==> config.mk <==
export PLATFORM = sky130hd
export DESIGN_NAME = issue_queue
export DESIGN_NICKNAME = d
export VERILOG_FILES = /design/src/rtl/issue_queue.sv
export SDC_FILE = /design/constraint.sdc
export NUM_CORES = 1
export LEC_CHECK = 0
export BUFFER_PORTS_ARGS = -buffer_cell sky130_fd_sc_hd__buf_4
export CAP_MARGIN = 15
export CORE_MARGIN = 5
export CORE_UTILIZATION = 55
export CTS_CLUSTER_SIZE = 40
export DETAILED_ROUTE_END_ITERATION = 8
export MAX_ROUTING_LAYER = met4
export PLACE_DENSITY = 0.78
export REMOVE_ABC_BUFFERS = 1
export SYNTH_ARGS = -nofsm -noshare
export SYNTH_HDL_FRONTEND = slang
export SYNTH_SLANG_ARGS = --single-unit
==> constraint.sdc <==
create_clock -name clk -period 8.09 [get_ports clk]
set_input_delay 0.4045 -clock clk [delete_from_list [all_inputs] [get_ports clk]]
set_output_delay 0.4045 -clock clk [all_outputs]
set_load 0.1 [all_outputs]
==> src/rtl/issue_queue.sv <==
// Unified out-of-order issue queue: dispatch insert, tag wakeup, one-per-cycle select.
// Define ISSUE_QUEUE_AGE_SELECT_EN for oldest-first select; default picks the lowest-index candidate.
module issue_queue #(
  parameter int DEPTH      = 8,
  parameter int PHYS_IDX_W = 6,
  parameter int AL_IDX_W   = 5,
  parameter int PAYLOAD_W  = 32,
  localparam int IDX_W     = $clog2(DEPTH),
  localparam int CNT_W     = IDX_W + 1
) (
  input  logic                  clk,
  input  logic                  rst_n,
  input  logic                  flush,
  input  logic                  in_valid,
  input  logic [PHYS_IDX_W-1:0] in_phys_rs,
  input  logic [PHYS_IDX_W-1:0] in_phys_rt,
  input  logic                  in_uses_rs,
  input  logic                  in_uses_rt,
  input  logic                  in_rs_ready,
  input  logic                  in_rt_ready,
  input  logic [PHYS_IDX_W-1:0] in_phys_rw,
  input  logic                  in_uses_rw,
  input  logic [AL_IDX_W-1:0]   in_al_id,
  input  logic                  in_color,
  input  logic                  in_is_load,
  input  logic                  in_is_store,
  input  logic [PAYLOAD_W-1:0]  in_payload,
  input  logic                  wb0_valid,
  input  logic                  wb1_valid,
  input  logic [PHYS_IDX_W-1:0] wb0_tag,
  input  logic [PHYS_IDX_W-1:0] wb1_tag,
  input  logic                  issue_ready,
  output logic                  issue_valid,
  output logic [PHYS_IDX_W-1:0] issue_phys_rs,
  output logic [PHYS_IDX_W-1:0] issue_phys_rt,
  output logic [PHYS_IDX_W-1:0] issue_phys_rw,
  output logic                  issue_uses_rw,
  output logic [AL_IDX_W-1:0]   issue_al_id,
  output logic                  issue_color,
  output logic                  issue_is_load,
  output logic                  issue_is_store,
  output logic [PAYLOAD_W-1:0]  issue_payload,
  output logic                  full,
  output logic [CNT_W-1:0]      count
);

  typedef struct packed {
    logic [PHYS_IDX_W-1:0] rs;
    logic [PHYS_IDX_W-1:0] rt;
    logic [PHYS_IDX_W-1:0] rw;
    logic                  uses_rw;
    logic [AL_IDX_W-1:0]   al_id;
    logic                  color;
    logic                  is_load;
    logic                  is_store;
    logic [PAYLOAD_W-1:0]  payload;
  } entry_t;

  entry_t           ent_q [DEPTH];
  logic [DEPTH-1:0] valid_q, rs_rdy_q, rt_rdy_q;
  logic [DEPTH-1:0] valid_d, rs_rdy_d, rt_rdy_d;
  logic [CNT_W-1:0] count_q, count_d;

  logic [DEPTH-1:0] cand;
  logic [IDX_W-1:0] sel_idx, free_idx;
  logic             ins_fire, iss_fire;
  entry_t           in_ent, sel_ent;

  function automatic logic wb_hit(input logic [PHYS_IDX_W-1:0] tag);
    return (wb0_valid && wb0_tag == tag) || (wb1_valid && wb1_tag == tag);
  endfunction

`ifdef ISSUE_QUEUE_AGE_SELECT_EN
  // age_q[r][c] set means entry c was already valid when entry r was inserted.
  logic [DEPTH-1:0] age_q [DEPTH];
`endif

  assign cand = valid_q & rs_rdy_q & rt_rdy_q;

  always_comb begin
    sel_idx = '0;
    for (int i = DEPTH-1; i >= 0; i--) begin
`ifdef ISSUE_QUEUE_AGE_SELECT_EN
      if (cand[i] && !(|(age_q[i] & cand))) sel_idx = IDX_W'(i);
`else
      if (cand[i]) sel_idx = IDX_W'(i);
`endif
    end
  end

  always_comb begin
    free_idx = '0;
    for (int i = DEPTH-1; i >= 0; i--)
      if (!valid_q[i]) free_idx = IDX_W'(i);
  end

  assign full        = (count_q == CNT_W'(DEPTH));
  assign count       = count_q;
  assign issue_valid = |cand;
  assign ins_fire    = in_valid && !full && !flush;
  assign iss_fire    = issue_valid && issue_ready && !flush;

  assign sel_ent        = ent_q[sel_idx];
  assign issue_phys_rs  = sel_ent.rs;
  assign issue_phys_rt  = sel_ent.rt;
  assign issue_phys_rw  = sel_ent.rw;
  assign issue_uses_rw  = sel_ent.uses_rw;
  assign issue_al_id    = sel_ent.al_id;
  assign issue_color    = sel_ent.color;
  assign issue_is_load  = sel_ent.is_load;
  assign issue_is_store = sel_ent.is_store;
  assign issue_payload  = sel_ent.payload;

  assign in_ent = '{rs: in_phys_rs, rt: in_phys_rt, rw: in_phys_rw, uses_rw: in_uses_rw,
                    al_id: in_al_id, color: in_color, is_load: in_is_load,
                    is_store: in_is_store, payload: in_payload};

  // Free slot comes from registered valid, so a slot issued this cycle is not reused until next.
  always_comb begin
    valid_d  = valid_q;
    rs_rdy_d = rs_rdy_q;
    rt_rdy_d = rt_rdy_q;
    for (int i = 0; i < DEPTH; i++) begin
      if (wb_hit(ent_q[i].rs)) rs_rdy_d[i] = 1'b1;
      if (wb_hit(ent_q[i].rt)) rt_rdy_d[i] = 1'b1;
    end
    if (iss_fire) valid_d[sel_idx] = 1'b0;
    if (ins_fire) begin
      valid_d[free_idx]  = 1'b1;
      rs_rdy_d[free_idx] = !in_uses_rs || in_rs_ready || wb_hit(in_phys_rs);
      rt_rdy_d[free_idx] = !in_uses_rt || in_rt_ready || wb_hit(in_phys_rt);
    end
    if (flush) valid_d = '0;
    count_d = flush ? '0 : count_q + CNT_W'(ins_fire) - CNT_W'(iss_fire);
  end

  always_ff @(posedge clk) begin
    if (!rst_n) begin
      valid_q  <= '0;
      rs_rdy_q <= '0;
      rt_rdy_q <= '0;
      count_q  <= '0;
    end else begin
      valid_q  <= valid_d;
      rs_rdy_q <= rs_rdy_d;
      rt_rdy_q <= rt_rdy_d;
      count_q  <= count_d;
    end
  end

  always_ff @(posedge clk) begin
    if (ins_fire) ent_q[free_idx] <= in_ent;
  end

`ifdef ISSUE_QUEUE_AGE_SELECT_EN
  always_ff @(posedge clk) begin
    if (!rst_n) begin
      for (int r = 0; r < DEPTH; r++) age_q[r] <= '0;
    end else if (ins_fire) begin
      for (int r = 0; r < DEPTH; r++) age_q[r][free_idx] <= 1'b0;
      age_q[free_idx] <= valid_q & ~(DEPTH'(1) << free_idx);
    end
  end
`endif

endmodule

== Word-level counts from Yosys, hierarchy flattened ==
Memories as Yosys holds them, arrays and structs flattened.
Index checks and enable logic that the tools add are counted.

* Bits in registers: 28
* Latch bits: 0
* Bits in writable memories: 472
* Memory bits (read-only): 0
* Bits of input ports: 82
* Output and inout port bits: 65
* Logic and storage cells: 168
* Memories: 1

* Add/subtract/negate cells: 2
* $mul: 0
* Divide/modulo/power cells: 0
* Order comparisons: 4
* Equality and inequality tests: 37
* Shifts and indexed selects: 0
* Muxes and demuxes: 44
* Bitwise operators: 6
* Reduce and logical (&&, ||, !) cells: 70

{| class="wikitable"
|+ Memories
! memory !! words !! width !! rd ports !! clocked after memory_dff !! write ports !! line !! text
|-
| ent_q || 8 || 59 || 9 || 0 || 1 || 59 || <nowiki>entry_t ent_q [DEPTH];</nowiki>
|}

{| class="wikitable"
|+ Operators by type and width
! kind !! number
|-
| == test 6 bit || 36
|-
| 2-to-1 mux 3 bit || 16
|-
| logical AND 1 bit || 42
|-
| 2-to-1 mux 8 bit || 4
|-
| bitwise AND 8 bit || 3
|-
| logical OR 1 bit || 22
|-
| 2-to-1 mux 1 bit || 20
|-
| bitwise mux 8 bit || 2
|-
| less-than comparator 3 x 4 -> 1 bit (second input constant) || 2
|-
| inverter 8 bit || 1
|-
| OR 8 bit || 1
|-
| OR reduction 8 bit || 1
|-
| demux 1 bit (select 3 bit) || 2
|-
| greater-or-equal comparator 3 x 1 -> 1 bit (second input constant) || 2
|-
| adder 4 x 1 -> 4 bit || 1
|-
| == test 4 bit (second input constant) || 1
|-
| logical NOT 1 bit || 4
|-
| subtractor 4 x 1 -> 4 bit || 1
|-
| OR reduction 2 bit || 1
|-
| inverter 1 bit || 1
|}

== Logic depth before layout (Yosys ltp) ==
Gate-level depths: netlist of the first run.

* Word-level depth: 19
* Mapped depth: 14
* Gate-level depth less buffers: 12

== Least setup slack after synthesis of the first run ==
No wires, ideal clock.

* Path type: register to register
* Start point: register count_q[2] (netlist: count[2])
* End point: register valid_q[4]
* Arrival: 6718 ps
* Data required time: 8013 ps
* Slack: 1295 ps
* Stages on the path, launching flop included: 7
* Buffers on the path: 0
* Clock period less this slack: 6795 ps
* Cells stage by stage: dfxtp_1 -> inv_1 -> ha_1 -> or3b_2 -> nand4_1 -> nor3_1 -> o221a_2

* Longest elaborated chain between the ends: 5

{| class="wikitable"
|+ Ends and longest elaborated chain
! item !! line !! text
|-
| start: declaration || 62 || <nowiki>logic [CNT_W-1:0] count_q, count_d;</nowiki>
|-
| start signal: assignment || 147 || <nowiki>count_q <= count_d;</nowiki>
|-
| == test 4 bit || 97 || <nowiki>assign full = (count_q == CNT_W'(DEPTH));</nowiki>
|-
| logical NOT 1 bit || 100 || <nowiki>assign ins_fire = in_valid && !full && !flush;</nowiki>
|-
| logical AND 1 bit (2 in series) || 100 ||
|-
| 2-to-1 mux 8 bit || 128 || <nowiki>if (ins_fire) begin</nowiki>
|-
| end signal: assignment || 144 || <nowiki>valid_q <= valid_d;</nowiki>
|-
| end: declaration || 60 || <nowiki>logic [DEPTH-1:0] valid_q, rs_rdy_q, rt_rdy_q;</nowiki>
|}

No other way between the ends.
A chain may end at the register's enable or synchronous reset.

== Worst setup path after layout of the first run ==
* Start point: register valid_q[3]
* End point: output issue_payload[19]

* Longest elaborated chain between the ends: 7

{| class="wikitable"
|+ Ends and longest elaborated chain
! item !! line !! text
|-
| bitwise AND 8 bit (2 in series) || 78 || <nowiki>assign cand = valid_q & rs_rdy_q & rt_rdy_q;</nowiki>
|-
| 2-to-1 mux 3 bit (4 in series) || 86 || <nowiki>if (cand[i]) sel_idx = IDX_W'(i);</nowiki>
|-
| memory (8 x 59 bit) || -- ||
|-
| end: declaration || 42 || <nowiki>output logic [PAYLOAD_W-1:0] issue_payload,</nowiki>
|}

No other way between the ends.

==> results.json, run 1 <==
{
  "criticalPathCategory": "reg2out",
  "yosysSeqAreaShare_pct": 67.1,
  "ys.flop_type": "edfxtp_1",
  "die_w_um": 210,
  "timing.clock.skew_ns": 0.0246,
  "seqCellArea_um2": 14700,
  "layout.cell_area.non_filler_um2": 24900,
  "synth-seq-cells": 500,
  "worst_hold_path.endpoint": "ent_q[5][17]$_DFFE_PP_",
  "remaining_drc_errors": 0,
  "timing.critical_path.mode_cell": "buf_4",
  "wl_per_cell_um": 26.8,
  "crit-reg2reg-capture": "count[2]$_SDFF_PP0_",
  "p_leak_nw": 8.32,
  "cts.path.max_buffers": 3,
  "final_net_count": 1690,
  "root_buffer": "clkbuf_16",
  "drt-total-wl_mm": 58.0,
  "yosysWarningCount": 0,
  "fmaxAchievable_mhz": 196,
  "fin_setup_tns_ns": 0,
  "clock-sinks": 500,
  "critical_path.max_fanout": 73,
  "cts_tree": "yes",
  "grt_first_pass_wirelength_mm": 87.8,
  "final_max_slew_viol_count": 0,
  "post-route-worst-setup-slack_ns": 2.99,
  "worst-endpoint-required_ns": 7.69,
  "power_density_nw_per_um2": 215,
  "postLayoutCoreUtil_pct": 62.9,
  "reg2reg_depth": 11,
  "overflow": 0,
  "initial_core_util_pct": 55.4,
  "slowest_stage": "buf_4",
  "hold_wc_path_type": "in2reg",
  "worst_path_top_cell_family_by_delay": "compound AO/OA/AOI/OAI gates",
  "final_min_period_over_clock_period_pct": 63.1,
  "avgViaCountPerCell": 6.74,
  "globalRouteTotalUtil_pct": 26.4,
  "ff2ff_setup_slack_ns": 4.60,
  "area_added_between_synthesis_and_finish_pct": 13.7,
  "postCtsHoldBufs": 0,
  "async_flop_share_pct": 0,
  "detail-route-antenna-nets": 0,
  "grt_setup_unrepaired": "false",
  "cts_inserted_buffers": 49,
  "placement.setup.worst_slack_ns": 3.63,
  "hold_path.startpoint": "in_payload[17]",
  "antenna_found_initial": 0,
  "worst_hold_path.num_cells": 1,
  "hold_viol_final": 0,
  "max_cap_violations": 0,
  "synth_area_um2": 21900,
  "drt_iter0_markers": 1562,
  "via_count": 14600,
  "first_global_vias": 14700,
  "die-area_um2": 44000,
  "number_of_instances_in_the_synthesized_netlist": 1506,
  "crit_arrival_ns": 4.70,
  "finalWorstPathRequiredPeriod_ns": 5.10,
  "gpl.final_weighted_congestion": 0.896,
  "dp.final_hpwl_mm": 33.5,
  "fillCellCount": 2913,
  "core.rowCount": 73,
  "cp_slowest_stage_delay_ns": 0.95,
  "r2r_start": "valid_q[2]$_SDFF_PP0_",
  "crit_path_end_kind": "output port",
  "cts_setup_buffers": 0,
  "synth.distinct_cells": 47,
  "tightest_slew_ns": 1.07,
  "num_antenna_cells": 0,
  "maxSlewHeadroom_pct": 28.6,
  "post_dp_cell_area_um2": 23400,
  "worst-path-buf-inv": 3,
  "h-tree-depth": 2,
  "drt_first_pass_iters": 8,
  "path_cells": "and3_2 > buf_4 > a211oi_1 > o21a_4 > buf_4 > mux2i_1 > o22ai_1 > buf_4",
  "placed_cells": 2076,
  "total_power_mw": 5.38,
  "placement.io_buffers": 146,
  "boundaryPins": 147,
  "final_cell_count_no_fill": 2164,
  "synthesis.area_per_instance_um2": 14.6,
  "worst_skew_pair.late_latency_ns": 0.60,
  "synth_enable_flop_cells": 472,
  "hold_ws_ns": 0.0451,
  "grt_max_degree": 74,
  "status": "finished clean",
  "drive_gt1_share_pct": 15.9,
  "ir_drop_uv": 193,
  "post_cts.resized_instances": 0,
  "placeableCoreArea_um2": 39600,
  "die_h_um": 210,
  "area_of_the_multi_input_gates_um2": 6740,
  "clock_slew_at_the_register_clock_pins_of_the_worst_setup_and_hold_paths_ns": 0.06,
  "setup.worst_path.start_class": "flip-flop",
  "setup_viol_count_final": 0
}
## cell families after synthesis
| family | synth area share (%) |
|---|---|
| flip-flops | 67.1 |
| AO/OA/AOI/OAI | 14.6 |
| XOR/XNOR | 8.70 |
| AND/OR/NAND/NOR | 3.76 |
| buffers and inverters | 2.77 |
| multiplexers | 2.69 |
| adder cells (fa/ha/maj) | 0.376 |
## layout make-up
class | instances | area share (%)
inverter | 7 | 0.105
tap | 525 | 2.63
clock buffer | 62 | 5.15
multi-input combinational | 875 | 27.0
timing repair buffer | 169 | 5.09
sequential | 500 | 59.1
clock inverter | 26 | 0.968
## synthesized netlist by cell type (15+ instances only)
cell type	n	area share [%]
a211oi_1	65	2.2
a221oi_1	67	2.7
a32o_1	52	2.4
buf_2	42	0.96
buf_4	17	0.58
clkbuf_1	64	1.1
dfxtp_1	28	2.6
edfxtp_1	472	65
mux2i_1	59	2.7
nand4_1	38	1.1
nor2_1	15	0.26
nor4_1	39	1.1
o21ai_0	140	3.2
o21ai_1	19	0.43
o22ai_1	60	1.7
xnor2_1	109	4.3
xor2_1	109	4.3
## registers in the layout, summed over array words and instances, names as in the netlist
register	flops
rs_rdy_q	8
count	4
ent_q	472
valid_q	8
rt_rdy_q	8
## layout by cell type (no fill, tap or decap), types with 5 or more instances in the layout
master	netlist	final
o22ai_1	60	60
a21oi_1	6	6
clkbuf_16	0	49
mux2i_1	59	59
nor2_4	0	7
clkinv_1	0	12
inv_1	7	7
nor4_1	39	39
clkinv_2	0	8
nand3_1	11	11
buf_4	17	169
a22o_1	14	14
and2_1	5	5
and3_1	7	5
nand4_1	38	38
o21ai_0	140	140
clkbuf_1	64	12
xnor2_1	109	109
nor2_1	15	8
a221oi_1	67	67
a32o_1	52	52
xor2_1	109	109
dfxtp_1	28	28
nand2_1	8	7
nand2b_1	5	5
edfxtp_1	472	472
a211oi_1	65	65
o21ai_1	19	18
ha_1	5	5
a2111oi_0	7	7
## how the worst max path moves through the flow
stage / start / cells past startpoint / endpoint / slack, ns
after floorplan: valid_q[2]$_SDFF_PP0_ / 5 / issue_al_id[0] / -0.85
after global placement: valid_q[3]$_SDFF_PP0_ / 8 / issue_payload[19] / 3.73
after detailed placement: rs_rdy_q[3]$_SDFF_PN0_ / 8 / issue_payload[19] / 3.63
after CTS: rs_rdy_q[3]$_SDFF_PN0_ / 8 / issue_payload[19] / 3.00
after global routing: valid_q[3]$_SDFF_PP0_ / 8 / issue_payload[19] / 2.78
final: valid_q[3]$_SDFF_PP0_ / 8 / issue_payload[19] / 2.99
## layer usage
| metal | vias up | global-route usage [%] | wire [µm] |
|---|---|---|---|
| met4 | 0 | 9.18 | 1860 |
| met3 | 160 | 4.38 | 5460 |
| met1 | 7287 | 35.5 | 22900 |
| met2 | 909 | 41.4 | 27700 |
| met5 | - | - | 0 |
| li1 | 6233 | - | - |
## power by group
| part | switching, mW | leakage, nW | internal [mW] |
|---|---|---|---|
| sequential | 0.0102 | 4.49 | 2.85 |
| clock | 0.964 | 0.746 | 1.23 |
| combinational | 0.234 | 3.08 | 0.0926 |
| total | 1.21 | 8.32 | 4.17 |
Power figures use the tool's default switching activity.
==> run 2: changes to the inputs <==
Settings changed: PLACE_DENSITY 0.78 to 0.8.
Clock period 8.09 ns to 4.1 ns, I/O delays scaled along.
==> results.json, run 2 (synthesis results as in run 1) <==
{
  "status": "finished clean",
  "area_added_between_synthesis_and_finish_pct": 17.6,
  "hold_viol_final": 0,
  "overflow": 0,
  "cts_tree": "yes",
  "dp.final_hpwl_mm": 34.2,
  "drive_gt1_share_pct": 16.5,
  "avgViaCountPerCell": 6.73,
  "total_power_mw": 10.7,
  "h-tree-depth": 2,
  "cts_setup_buffers": 0,
  "drt_first_pass_iters": 6,
  "tightest_slew_ns": 1.19,
  "setup.worst_path.start_class": "flip-flop",
  "hold_wc_path_type": "in2reg",
  "die_h_um": 210,
  "criticalPathCategory": "reg2out",
  "flip_flop_count_of_the_largest_register_after_layout": 472,
  "boundaryPins": 147,
  "placement.setup.worst_slack_ns": 1.02,
  "p_leak_nw": 8.68,
  "fillCellCount": 2728,
  "crit_arrival_ns": 3.55,
  "placeableCoreArea_um2": 39600,
  "power_density_nw_per_um2": 415,
  "post-route-worst-setup-slack_ns": 0.345,
  "grt_max_degree": 90,
  "remaining_drc_errors": 0,
  "cts.path.max_buffers": 3,
  "setup_viol_count_final": 0,
  "final_min_period_over_clock_period_pct": 91.6,
  "first_global_vias": 15400,
  "grt_setup_unrepaired": "false",
  "placed_cells": 2088,
  "most-common-layout-cells": "edfxtp_1 (472), buf_4 (171), o21ai_0 (140)",
  "detail-route-antenna-nets": 0,
  "maxSlewHeadroom_pct": 20.3,
  "die-area_um2": 44000,
  "timing.clock.skew_ns": 0.0235,
  "critical_path.max_fanout": 54,
  "crit_path_end_kind": "output port",
  "antenna_found_initial": 2,
  "placement.io_buffers": 146,
  "core.rowCount": 73,
  "via_count": 15100,
  "cts_inserted_buffers": 49,
  "ir_drop_uv": 364,
  "wl_per_cell_um": 26.6,
  "postLayoutCoreUtil_pct": 65.1,
  "max_cap_violations": 0,
  "drt-total-wl_mm": 59.7,
  "final_max_slew_viol_count": 0,
  "clock_slew_at_the_register_clock_pins_of_the_worst_setup_and_hold_paths_ns": 0.06,
  "initial_core_util_pct": 55.4,
  "post_cts.resized_instances": 0,
  "final_net_count": 1762,
  "layout_commonest_cell": "edfxtp_1",
  "registers.top_by_ff_count": "ent_q",
  "worst-endpoint-required_ns": 3.89,
  "root_buffer": "clkbuf_16",
  "hold_ws_ns": 0.0334,
  "post_dp_cell_area_um2": 23600,
  "final_cell_count_no_fill": 2241,
  "fmaxAchievable_mhz": 266,
  "drt_iter0_markers": 2025,
  "gpl.final_weighted_congestion": 0.987,
  "clock-sinks": 500,
  "die_w_um": 210,
  "fin_setup_tns_ns": 0,
  "grt_first_pass_wirelength_mm": 90.5,
  "globalRouteTotalUtil_pct": 27.0,
  "layout.cell_area.non_filler_um2": 25800,
  "finalWorstPathRequiredPeriod_ns": 3.76,
  "worst_skew_pair.late_latency_ns": 0.58
}
==> run 2: cell types whose count changed in the layout (fill, tap and decap cells not counted), sizes merged, moves of 2 or more <==
| cell | change |
|---|---|
| dlygate4sd3 | +60 |
| clkbuf | -8 |
| diode | +2 |
| clkinv | +4 |
| buf | +12 |
| clkinvlp | +5 |
==> run 2: area by class of cell <==
type | count | area [µm²] | area share, %
Antenna cell | 2 | 5.00 | 0.0194
Timing Repair Buffer | 241 | 2080 | 8.08
Sequential cell | 500 | 14700 | 57.1
Inverter | 7 | 26.3 | 0.102
Clock buffer | 54 | 1240 | 4.82
Tap cell | 525 | 657 | 2.54
Multi-Input combinational cell | 875 | 6730 | 26.1
Clock inverter | 37 | 330 | 1.28
==> run 2: worst paths after layout <==
kind                                             start  cells past startpoint                     end  slack (ns)
worst max-delay path             valid_q[3]$_SDFF_PP0_                      8        issue_phys_rs[1]        0.34
worst min-delay path                       in_rt_ready                      3  rt_rdy_q[2]$_SDFF_PN0_        0.03
worst max register to register     count[2]$_SDFF_PP0_                      6  ent_q[5][37]$_DFFE_PP_        1.12
worst min register to register  rs_rdy_q[3]$_SDFF_PN0_                      2  rs_rdy_q[3]$_SDFF_PN0_        0.58
==> run 2: worst max-delay path, stage by stage (launching register included) <==
cell      delay [ns]
dfxtp_1         0.35
and3_2          0.21
buf_4           0.34
nor2_4          0.35
buf_4           0.61
a32o_1          0.28
a211oi_1        0.06
o22ai_1         0.38
buf_4           0.38
==> run 2: per-layer routing <==
metal	up-vias	track usage, %	share of wire [%]
li1	6386	-	-
met1	7526	35.6	38
met2	996	43.0	48
met3	185	4.56	10
met4	0	9.52	3.4
met5	-	-	0
==> run 2: what timing repair did <==
action                                  in CTS  in global routing
hold buffers                                60                  0
hold endpoints to repair                   476                  0
endpoints found under the setup margin       0                  0
==> run 2: power breakdown <==
group          leakage, nW  internal (mW)  switching (mW)
combinational         3.43          0.222           0.471
clock                0.763           2.46            1.92
sequential            4.49           5.62          0.0185
==> run 3: changes to the inputs <==
Settings changed: PLACE_DENSITY 0.8 to 0.78.
Clock period 4.1 ns to 4.46 ns, I/O delays scaled along.
==> results.json, run 3 (synthesis results as in run 1) <==
{
  "first_global_vias": 15500,
  "die-area_um2": 44000,
  "tightest_slew_ns": 1.12,
  "hold_viol_final": 0,
  "ir_drop_uv": 340,
  "fin_setup_tns_ns": 0,
  "setup.worst_path.start_class": "flip-flop",
  "criticalPathCategory": "reg2out",
  "boundaryPins": 147,
  "cts_inserted_buffers": 50,
  "layout.cell_area.non_filler_um2": 25800,
  "root_buffer": "clkbuf_16",
  "cts_setup_buffers": 0,
  "net_switching_share_of_the_total_power_pct": 22.1,
  "setup_viol_count_final": 0,
  "worst-path-buf-inv": 3,
  "postLayoutCoreUtil_pct": 65.1,
  "drt-total-wl_mm": 60.2,
  "post-route-worst-setup-slack_ns": 0.506,
  "post_cts.resized_instances": 0,
  "fillCellCount": 2792,
  "critical_path.max_fanout": 54,
  "initial_core_util_pct": 55.4,
  "placeableCoreArea_um2": 39600,
  "grt_max_degree": 102,
  "post_dp_cell_area_um2": 23600,
  "placement.setup.worst_slack_ns": 1.13,
  "cts.path.max_buffers": 3,
  "globalRouteTotalUtil_pct": 27.5,
  "remaining_drc_errors": 0,
  "drt_first_pass_iters": 6,
  "net-switching-power_mw": 2.18,
  "clock_slew_at_the_register_clock_pins_of_the_worst_setup_and_hold_paths_ns": 0.06,
  "placed_cells": 2091,
  "fmaxAchievable_mhz": 253,
  "final_max_slew_viol_count": 0,
  "dp.final_hpwl_mm": 35.3,
  "worst_path_top_cell_family_by_delay": "compound AO/OA/AOI/OAI gates",
  "slowest_stage": "o21a_4",
  "die_h_um": 210,
  "crit_path_end_kind": "output port",
  "clock-sinks": 500,
  "cp_slowest_stage_delay_ns": 0.84,
  "worst_skew_pair.late_latency_ns": 0.57,
  "maxSlewHeadroom_pct": 25.2,
  "final_min_period_over_clock_period_pct": 88.7,
  "cts_tree": "yes",
  "max_cap_violations": 0,
  "most-common-layout-cells": "edfxtp_1 (472), buf_4 (176), o21ai_0 (140)",
  "gpl.final_weighted_congestion": 0.971,
  "power_frac_comb_pct": 6.4,
  "avgViaCountPerCell": 6.67,
  "finalWorstPathRequiredPeriod_ns": 3.95,
  "timing.clock.skew_ns": 0.0179,
  "path_cells": "and3_2 > a211oi_1 > o21a_4 > buf_12 > buf_12 > a221oi_1 > o22ai_1 > buf_4",
  "drive_gt1_share_pct": 16.2,
  "core.rowCount": 73,
  "via_count": 15000,
  "overflow": 0,
  "postCtsHoldBufs": 60,
  "p_seq_share_pct": 52.5,
  "placement.io_buffers": 146,
  "p_leak_nw": 8.70,
  "registers.top_by_ff_count": "ent_q",
  "die_w_um": 210,
  "hold_wc_path_type": "in2reg",
  "h-tree-depth": 2,
  "layout_commonest_cell": "edfxtp_1",
  "antenna_found_initial": 1,
  "power_density_nw_per_um2": 383,
  "grt_first_pass_wirelength_mm": 92.3,
  "cell_internal_pwr_mw": 7.70,
  "grt_setup_unrepaired": "false",
  "worst-endpoint-required_ns": 4.24,
  "crit_arrival_ns": 3.73,
  "drt_iter0_markers": 1773,
  "seqCellArea_um2": 14700,
  "timing.critical_path.mode_cell": "buf_12",
  "p_clk_share_pct": 41.1,
  "final_cell_count_no_fill": 2243,
  "status": "finished clean",
  "flip_flop_count_of_the_largest_register_after_layout": 472,
  "area_of_the_multi_input_gates_um2": 6730,
  "detail-route-antenna-nets": 0,
  "area_added_between_synthesis_and_finish_pct": 17.6,
  "wl_per_cell_um": 26.8,
  "final_net_count": 1766
}
==> run 3: routing by layer <==
metal,track usage [%],routed length [µm]
met5,-,0
met4,9.11,1760
met3,4.30,5460
met2,43.7,29000
met1,37.0,24000
==> run 3: final timing paths <==
check,startpoint,endpoint,slack (ns),cells past startpoint
max,valid_q[3]$_SDFF_PP0_,issue_phys_rt[0],0.51,8
min,in_rt_ready,rt_rdy_q[2]$_SDFF_PN0_,0.03,3
max reg2reg,rs_rdy_q[0]$_SDFF_PN0_,count[2]$_SDFF_PP0_,1.37,10
min reg2reg,valid_q[6]$_SDFF_PP0_,valid_q[6]$_SDFF_PP0_,0.57,1
==> run 3: final cells by class <==
| cell class | instances | share of cell area, % |
|---|---|---|
| Clock buffer | 68 | 5.31 |
| Multi-Input combinational cell | 875 | 26.1 |
| Tap cell | 525 | 2.55 |
| Inverter | 7 | 0.102 |
| Sequential cell | 500 | 57.1 |
| Timing Repair Buffer | 244 | 8.07 |
| Clock inverter | 23 | 0.776 |
| Antenna cell | 1 | 0.00970 |
==> run 3: metrics by stage <==
stage               power (mW)  hold WS (ns)
CTS                       9.91        0.0189
finish                    9.88        0.0339
detailed placement        5.87         0.458
floorplan                 5.61         0.322
global placement          5.85         0.456
global route              10.2        0.0698
==> run 3: tightest hold or removal path: cells and delay by family <==
family          cells  cell delay, ns
compound gates      1            0.16
buf+inv             1            0.08
simple gates        1            0.10
==> run 3: power groups by stage <==
stage / Clock [mW] / Sequential [mW] / Combinational [mW]
after floorplan: 0 / 5.29 / 0.319
after global placement: 0 / 5.28 / 0.571
after detailed placement: 0 / 5.29 / 0.583
after CTS: 4.10 / 5.19 / 0.629
after global routing: 4.31 / 5.19 / 0.665
final: 4.06 / 5.19 / 0.634
